**src/rtl/alu_z_pkg.sv**
```systemverilog
// Shared types and constants for the Z result-capture stage.
package alu_z_pkg;

  typedef enum logic [1:0] {
    IDLE = 2'd0,
    WAIT = 2'd1,
    DONE = 2'd2
  } z_state_e;

  localparam int SETTLE_W   = 3;
  localparam int SETTLE_MAX = 7;

endpackage

```
**src/rtl/alu_z_readmux.sv**
```systemverilog
// Bus read select for the ZHi/ZLo pair; a double select drives nothing and flags an error.
module alu_z_readmux
  import alu_z_pkg::*;
#(
  parameter int WIDTH = 32
) (
  input  logic [WIDTH-1:0] ZHi,
  input  logic [WIDTH-1:0] ZLo,
  input  logic             Zhighout,
  input  logic             Zlowout,
  output logic [WIDTH-1:0] bus_out,
  output logic             bus_drive,
  output logic             sel_err
);

  always_comb begin
    bus_out   = '0;
    bus_drive = 1'b0;
    sel_err   = Zhighout & Zlowout;
    if (Zhighout && !Zlowout) begin
      bus_out   = ZHi;
      bus_drive = 1'b1;
    end else if (Zlowout && !Zhighout) begin
      bus_out   = ZLo;
      bus_drive = 1'b1;
    end
  end

endmodule

```
**src/rtl/alu_z_stage.sv**
```systemverilog
// Z result-capture stage: waits SETTLE cycles after a request, latches the ALU result
// into ZHi/ZLo with zero/neg flags, and serves either half onto the internal bus.
module alu_z_stage
  import alu_z_pkg::*;
#(
  parameter int WIDTH  = 32,
  parameter int SETTLE = 1
) (
  input  logic             clk,
  input  logic             clr,
  input  logic             Zin,
  input  logic             wide,
  input  logic [WIDTH-1:0] res_lo,
  input  logic [WIDTH-1:0] res_hi,
  input  logic             Zhighout,
  input  logic             Zlowout,
  output logic [WIDTH-1:0] ZHi,
  output logic [WIDTH-1:0] ZLo,
  output logic [WIDTH-1:0] bus_out,
  output logic             bus_drive,
  output logic             busy,
  output logic             done,
  output logic             zero,
  output logic             neg,
  output logic             overrun,
  output logic             sel_err
);

  // Out-of-range settle values saturate to the counter's reach.
  localparam logic [SETTLE_W-1:0] SETTLE_LD =
    (SETTLE > SETTLE_MAX) ? SETTLE_W'(SETTLE_MAX) : SETTLE_W'(SETTLE);

  z_state_e            state_q, state_d;
  logic [SETTLE_W-1:0] cnt_q, cnt_d;
  logic                wide_q, wide_d;
  logic                ovr_q, ovr_d;
  logic [WIDTH-1:0]    zhi_q, zhi_d;
  logic [WIDTH-1:0]    zlo_q, zlo_d;
  logic                zero_q, zero_d;
  logic                neg_q, neg_d;
  logic                capture;

  always_ff @(posedge clk or posedge clr) begin
    if (clr) begin
      state_q <= IDLE;
      cnt_q   <= '0;
      wide_q  <= 1'b0;
      ovr_q   <= 1'b0;
      zhi_q   <= '0;
      zlo_q   <= '0;
      zero_q  <= 1'b1;
      neg_q   <= 1'b0;
    end else begin
      state_q <= state_d;
      cnt_q   <= cnt_d;
      wide_q  <= wide_d;
      ovr_q   <= ovr_d;
      zhi_q   <= zhi_d;
      zlo_q   <= zlo_d;
      zero_q  <= zero_d;
      neg_q   <= neg_d;
    end
  end

  // DONE accepts a new request exactly like IDLE, giving back-to-back captures.
  always_comb begin
    state_d = state_q;
    cnt_d   = cnt_q;
    wide_d  = wide_q;
    ovr_d   = ovr_q;
    capture = 1'b0;
    case (state_q)
      IDLE, DONE: begin
        if (Zin) begin
          state_d = WAIT;
          cnt_d   = SETTLE_LD;
          wide_d  = wide;
        end else begin
          state_d = IDLE;
        end
      end
      WAIT: begin
        if (Zin) ovr_d = 1'b1;
        if (cnt_q == '0) begin
          capture = 1'b1;
          state_d = DONE;
        end else begin
          cnt_d = cnt_q - 1'b1;
        end
      end
      default: state_d = IDLE;
    endcase
  end

  always_comb begin
    zhi_d  = zhi_q;
    zlo_d  = zlo_q;
    zero_d = zero_q;
    neg_d  = neg_q;
    if (capture) begin
      zlo_d  = res_lo;
      zhi_d  = wide_q ? res_hi : '0;
      zero_d = (res_lo == '0) && (!wide_q || (res_hi == '0));
      neg_d  = wide_q ? res_hi[WIDTH-1] : res_lo[WIDTH-1];
    end
  end

  always_comb begin
    busy = (state_q == WAIT);
    done = (state_q == DONE);
  end

  assign ZHi     = zhi_q;
  assign ZLo     = zlo_q;
  assign zero    = zero_q;
  assign neg     = neg_q;
  assign overrun = ovr_q;

  alu_z_readmux #(
    .WIDTH (WIDTH)
  ) u_readmux (
    .ZHi       (zhi_q),
    .ZLo       (zlo_q),
    .Zhighout  (Zhighout),
    .Zlowout   (Zlowout),
    .bus_out   (bus_out),
    .bus_drive (bus_drive),
    .sel_err   (sel_err)
  );

endmodule
```
**config.mk**
```make
export PLATFORM = sky130hd
export DESIGN_NAME = alu_z_stage
export DESIGN_NICKNAME = d
export VERILOG_FILES = /design/src/rtl/alu_z_pkg.sv /design/src/rtl/alu_z_readmux.sv /design/src/rtl/alu_z_stage.sv
export SDC_FILE = /design/constraint.sdc
export NUM_CORES = 1
export LEC_CHECK = 0
export CORE_ASPECT_RATIO = 1.1
export CORE_UTILIZATION = 44
export CTS_BUF_LIST = sky130_fd_sc_hd__clkbuf_4 sky130_fd_sc_hd__clkbuf_8 sky130_fd_sc_hd__clkbuf_16
export CTS_CLUSTER_DIAMETER = 60
export DETAILED_ROUTE_END_ITERATION = 8
export PLACE_DENSITY = 0.84
export SLEW_MARGIN = 20
export SYNTH_ARGS = -nofsm -noshare
export SYNTH_HDL_FRONTEND = slang
export SYNTH_SLANG_ARGS = --single-unit
```
**constraint.sdc**
```tcl
create_clock -name clk -period 4.7 [get_ports clk]
set_input_delay 0.705 -clock clk [delete_from_list [all_inputs] [get_ports clk]]
set_output_delay 0.705 -clock clk [all_outputs]
set_load 0.02 [all_outputs]
```
## Yosys cells after proc, flatten, opt, wreduce, memory -nomap -nowiden

Cells that the tools add are included.

| storage, ports and cells | value |
|---|---|
| bits in registers | 73 |
| input bits | 70 |
| output and inout bits | 103 |
| logic and storage cells | 45 |

| cells by class | value |
|---|---|
| add/subtract/negate cells | 1 |
| eq/ne operators | 5 |
| muxes and demuxes | 14 |
| bitwise operators | 1 |
| reductions and logical operators | 16 |

Operator list:

| operator | count |
|---|---|
| 32-bit 2-to-1 mux | 3 |
| 32-bit zero test | 2 |
| 1-bit 2-to-1 mux | 6 |
| 3-bit 2-to-1 mux | 2 |
| 3-bit case mux with 2 select lines | 1 |
| 2-bit != test (second input constant) | 2 |
| 2-bit case mux with 2 select lines | 1 |
| 2-bit AND reduction | 2 |
| 1-bit logical AND | 3 |
| 1-bit zero test | 3 |
| 3-bit zero test | 1 |
| 3-bit AND reduction | 1 |
| 3-bit by 1-bit subtractor with 3-bit output (second input constant) | 1 |
| 2-bit by 1-bit == test with 1-bit output (second input constant) | 1 |
| 2-bit == test (second input constant) | 1 |
| 2-bit zero test | 1 |
| 2-bit 2-to-1 mux | 1 |
| 2-bit by 1-bit != test with 1-bit output (second input constant) | 1 |
| 2-bit nonzero test | 1 |
| 2-bit OR reduction | 1 |
| 1-bit AND | 1 |
| 1-bit logical OR | 1 |

## Depth between registers and ports, before layout

| depth | value |
|---|---|
| depth after elaboration | 4 |
| depth in mapped cells | 9 |
| depth with buffers taken out | 7 |

## By module

From an unflattened synthesis, not the netlist that was laid out.

| second synthesis, totals | value |
|---|---|
| cells, all modules | 424 |
| area total of the unflattened synthesis | 3677.3 um^2 |

By module, submodules not included:

| module | times used | cells each | area each (um^2) | sequential area each (um^2) |
|---|---|---|---|---|
| alu_z_stage | 1 | 315 | 3016.6 | 1828.0 |
| alu_z_readmux | 1 | 109 | 660.6 | 0.0 |

## Least setup slack after synthesis

No wires, ideal clock.

| timing path | value |
|---|---|
| kind | input to output |
| start | input port Zhighout |
| end | output port bus_out[0] |
| arrival | 1.745 ns |
| data required time | 3.995 ns |
| slack | 2.250 ns |
| stages on the path | 5 |
| buffers on the path | 1 |
| cells stage by stage | inv_1 > ha_1 > clkbuf_1 > nand2_1 > o21ai_0 |

| between the ends | value |
|---|---|
| longest elaborated chain between the ends | 4 |
| elaborated cells between the ends (all ways) | 5 |
| classes of those cells | mux: 2; reduce/logical: 3 |

Ends and longest elaborated chain:

| element | line | RTL |
|---|---|---|
| start: declaration | alu_z_stage.sv:15 | `input logic Zhighout,` |
| 1-bit zero test | alu_z_readmux.sv:23 | `end else if (Zlowout && !Zhighout) begin` |
| 1-bit logical AND | alu_z_readmux.sv:23 |  |
| 32-bit 2-to-1 mux | alu_z_readmux.sv:23 |  |
| 32-bit 2-to-1 mux (*) | alu_z_readmux.sv:20 | `if (Zhighout && !Zlowout) begin` |
| end: declaration | alu_z_stage.sv:19 | `output logic [WIDTH-1:0] bus_out,` |

Every way passes the cells marked *; elsewhere a longest branch is shown, timed or not.

## Final worst setup path

| timing path | value |
|---|---|
| start | input port Zhighout |
| end | output port bus_out[31] |

Same word-level chain as after synthesis.

==> metrics.txt <==
status=finished clean; RD Place Congestion=0.843; met3 wire len=roughly 650 um; critical-path cell list=clkdlybuf4s50_1, ha_2, nor2b_1, a22o_1, clkdlybuf4s50_1; internal power=1.86 mW; All-Layer GR Usage=between 20% and 30%; Worst Setup End Kind=output pin; H-tree levels=3; clk_skew=about 0.015 ns; Slew Limit Fails=0; crit path kind=in -> out; worst-path maximum fanout=63; Period minus WS final=3.74 ns; number of diodes=0; clock transition at the registers of the reported paths=approximately 0.080 ns; I/O Buffers=172; RR Endpoint=ZLo[18]; # hold bufs at CTS=0; final hold violation count=0; Initial Util=46.2%; Pleak=roughly 2.3 nW; Post-Route WL=~11 mm; # Post-CTS Setup Buffers=0; Comb power frac=50.5%; RR Startpoint=cnt_q[0]; Syn Inst Count=between 400 and 500; largest net degree at the start of global routing=around 90; CP max stage delay=0.87 ns; relative slew slack=around a third; Mean Syn Cell Area=8.25 um^2; number of global-route vias before repair=3,293; max layer used=met4; CP max-delay cell=ha_2; die footprint=between 8000 and 9000 um^2; Hold WC Path Type=reg -> reg; Sw Pwr=approximately 1.4 mW; antenna violations before repair=0; post-route ant nets=0; post-DP HPWL=7.74 mm; Chip Width=between 80 and 90 um; router iterations before antenna repair=4; pwr dens=around 600 nW/um^2; grt total ovfl=0; drt first-iter violations=roughly 190; Worst setup SP type=primary input; Layout Cells excl Fill=approximately 700; first-pass GRT wire length=16.1 mm; core box area=7560 um^2; met2 WL post-DR=approximately 5.3 mm; die extent in y=around 95 um; Seq/Total Area, Yosys=a little over half; M1 WL=approximately 4.5 mm; Syn-to-layout area delta=54.8%; TritonCTS Buffers=9; Netlist cell types=28; CP endpoint=bus_out[31]; setup TNS=0 ns; Syn Nets=~500; Ports=roughly 170; share of cells above drive strength 1=under 10%; Routed wire per std cell=15.4 um; placed cells=a little under 700; post-DR vias/cell=slightly above 5; max_cap viols=0; Seq cells post-synth=73; VDD IR max=about 0.34 mV; worst path arrival time=between 3 and 4 ns; Req. time, crit path=3.99 ns; Max clock buf depth=2; Worst Setup SP=Zhighout; fmax=roughly 270 MHz; crit share post-route=79.6%; most frequent CP cell=clkdlybuf4s50_1; Slew @ Worst Pin=between 1 and 1.5 ns; Rows=33; Clock power frac=13.7%; unrepaired setup endpoints after global routing=no; CTS Sinks=73; DRC viols=0; worst-skew pair later-pin latency=between 0.3 and 0.4 ns; root buf cell=clkbuf_8; r2r setup slk=around 2.4 ns; synthesized cell area=3490 um^2; # nets final=657; synth warn=0; CTS resizes=0; Vias=approximately 3,500; Switching Share=42.2%; CTS tree=yes; Layout fillers=603; reg2reg path depth=6; Flop pwr share=35.8%; Final setup violation count=0
[metrics by stage]
stage / setup WS (ns) / area [um^2] / hold WS, ns / power (mW) / utilization [%]
2_1_floorplan: 2.14 / 3490 / 0.445 / 2.01 / -
6_report: 0.959 / 5400 / 0.476 / 3.22 / 71.5
3_3_place_gp: 1.08 / 5230 / 0.441 / 2.75 / 69.2
5_1_grt: 0.766 / 5400 / 0.524 / 3.43 / 71.5
3_5_place_dp: 0.961 / 5230 / 0.461 / 2.80 / 69.2
4_1_cts: 0.964 / 5400 / 0.479 / 3.24 / 71.5
[layout by cell type, fill, tap and decap left out, types with 2 or more instances in the layout]
| cell type | n |
|---|---|
| nor2_1 | 2 |
| nor4_1 | 17 |
| clkbuf_8 | 10 |
| buf_4 | 2 |
| nand2_1 | 198 |
| nand2b_1 | 2 |
| dfrtp_1 | 71 |
| inv_1 | 7 |
| ha_1 | 4 |
| nor2b_1 | 3 |
| clkdlybuf4s50_1 | 172 |
| mux2_2 | 8 |
| a22o_1 | 3 |
| clkbuf_4 | 2 |
| nand4_1 | 3 |
| o21ai_0 | 64 |
| clkinv_2 | 3 |
[cell families (layout without fill, tap and decap cells)]
kind of cell | count (synthesis) | in the layout | synth area share, %
and+or+nand+nor | 230 | 230 | 27.5
adders and majority gates | 5 | 5 | 1.79
buffers and inverters | 35 | 198 | 4.84
AOI/OAI and AO/OA | 71 | 71 | 10.6
muxes | 9 | 9 | 2.90
DFF | 73 | 73 | 52.4
[power by group through the flow]
stage	Combinational [mW]	Clock, mW	Sequential [mW]
6_report	1.63	0.441	1.15
5_1_grt	1.76	0.476	1.19
4_1_cts	1.65	0.443	1.15
3_5_place_dp	1.64	0	1.16
3_3_place_gp	1.60	0	1.15
2_1_floorplan	0.652	0	1.35
[sequential cells by signal, summed over array words and instances, names as in the netlist]
signal / count
ZHi: 32
zero: 1
wide_q: 1
cnt_q: 3
neg: 1
overrun: 1
ZLo: 32
state_q: 2
[worst min path at each step]
stage / slack, ns / start / cells after the start / to
2_1_floorplan: 0.44 / cnt_q[0] / 1 / cnt_q[0]
3_3_place_gp: 0.44 / overrun / 1 / overrun
3_5_place_dp: 0.46 / overrun / 1 / overrun
4_1_cts: 0.48 / overrun / 1 / overrun
5_1_grt: 0.52 / ZLo[1] / 2 / ZLo[1]
6_report: 0.48 / overrun / 1 / overrun
[per-layer routing]
metal,vias to the layer above,global-route usage [%]
li1,1703,-
met1,1664,33.2
met2,137,43.0
met3,19,4.76
met4,0,10.1
met5,-,0
[layout make-up]
type / instances / area, um^2 / share of cell area (%)
Timing Repair Buffer: 174 / 1740 / 32.1
Tap cell: 105 / 131 / 2.43
Clock inverter: 3 / 17.5 / 0.324
Sequential cell: 73 / 1830 / 33.9
Clock buffer: 12 / 153 / 2.83
Inverter: 9 / 40.0 / 0.741
Multi-Input combinational cell: 315 / 1500 / 27.7
[worst max-delay path: cells and delay by family]
kind                       cells  cell delay [ns]
buffers and inverters          2             1.06
adders and majority gates      1             0.87
AOI/OAI and AO/OA              1             0.23
and+or+nand+nor                1             0.17
[Yosys cell counts]
master,count,area (um^2)
a31oi_1,1,6.26
buf_8,2,30.0
a22o_1,3,26.3
inv_1,8,30.0
dfrtp_1,72,1800
mux2_2,8,90.1
a21o_1,1,7.51
o21ai_0,64,320
nor2b_4,1,13.8
nor3b_2,1,12.5
nand2b_1,2,12.5
o21ai_1,1,5.00
nor3_1,1,5.00
inv_6,1,8.76
or3b_1,1,8.76
nor2b_1,3,18.8
mux2_1,1,11.3
nor2_1,2,7.51
clkbuf_1,21,78.8
ha_1,5,62.6
nand2_4,1,11.3
buf_6,1,11.3
a21oi_1,1,5.00
dfstp_2,1,26.3
nand2_1,198,743
buf_2,2,10.0
nor4_1,17,106
nand4_1,3,18.8
(Power assumes the default switching activity.)
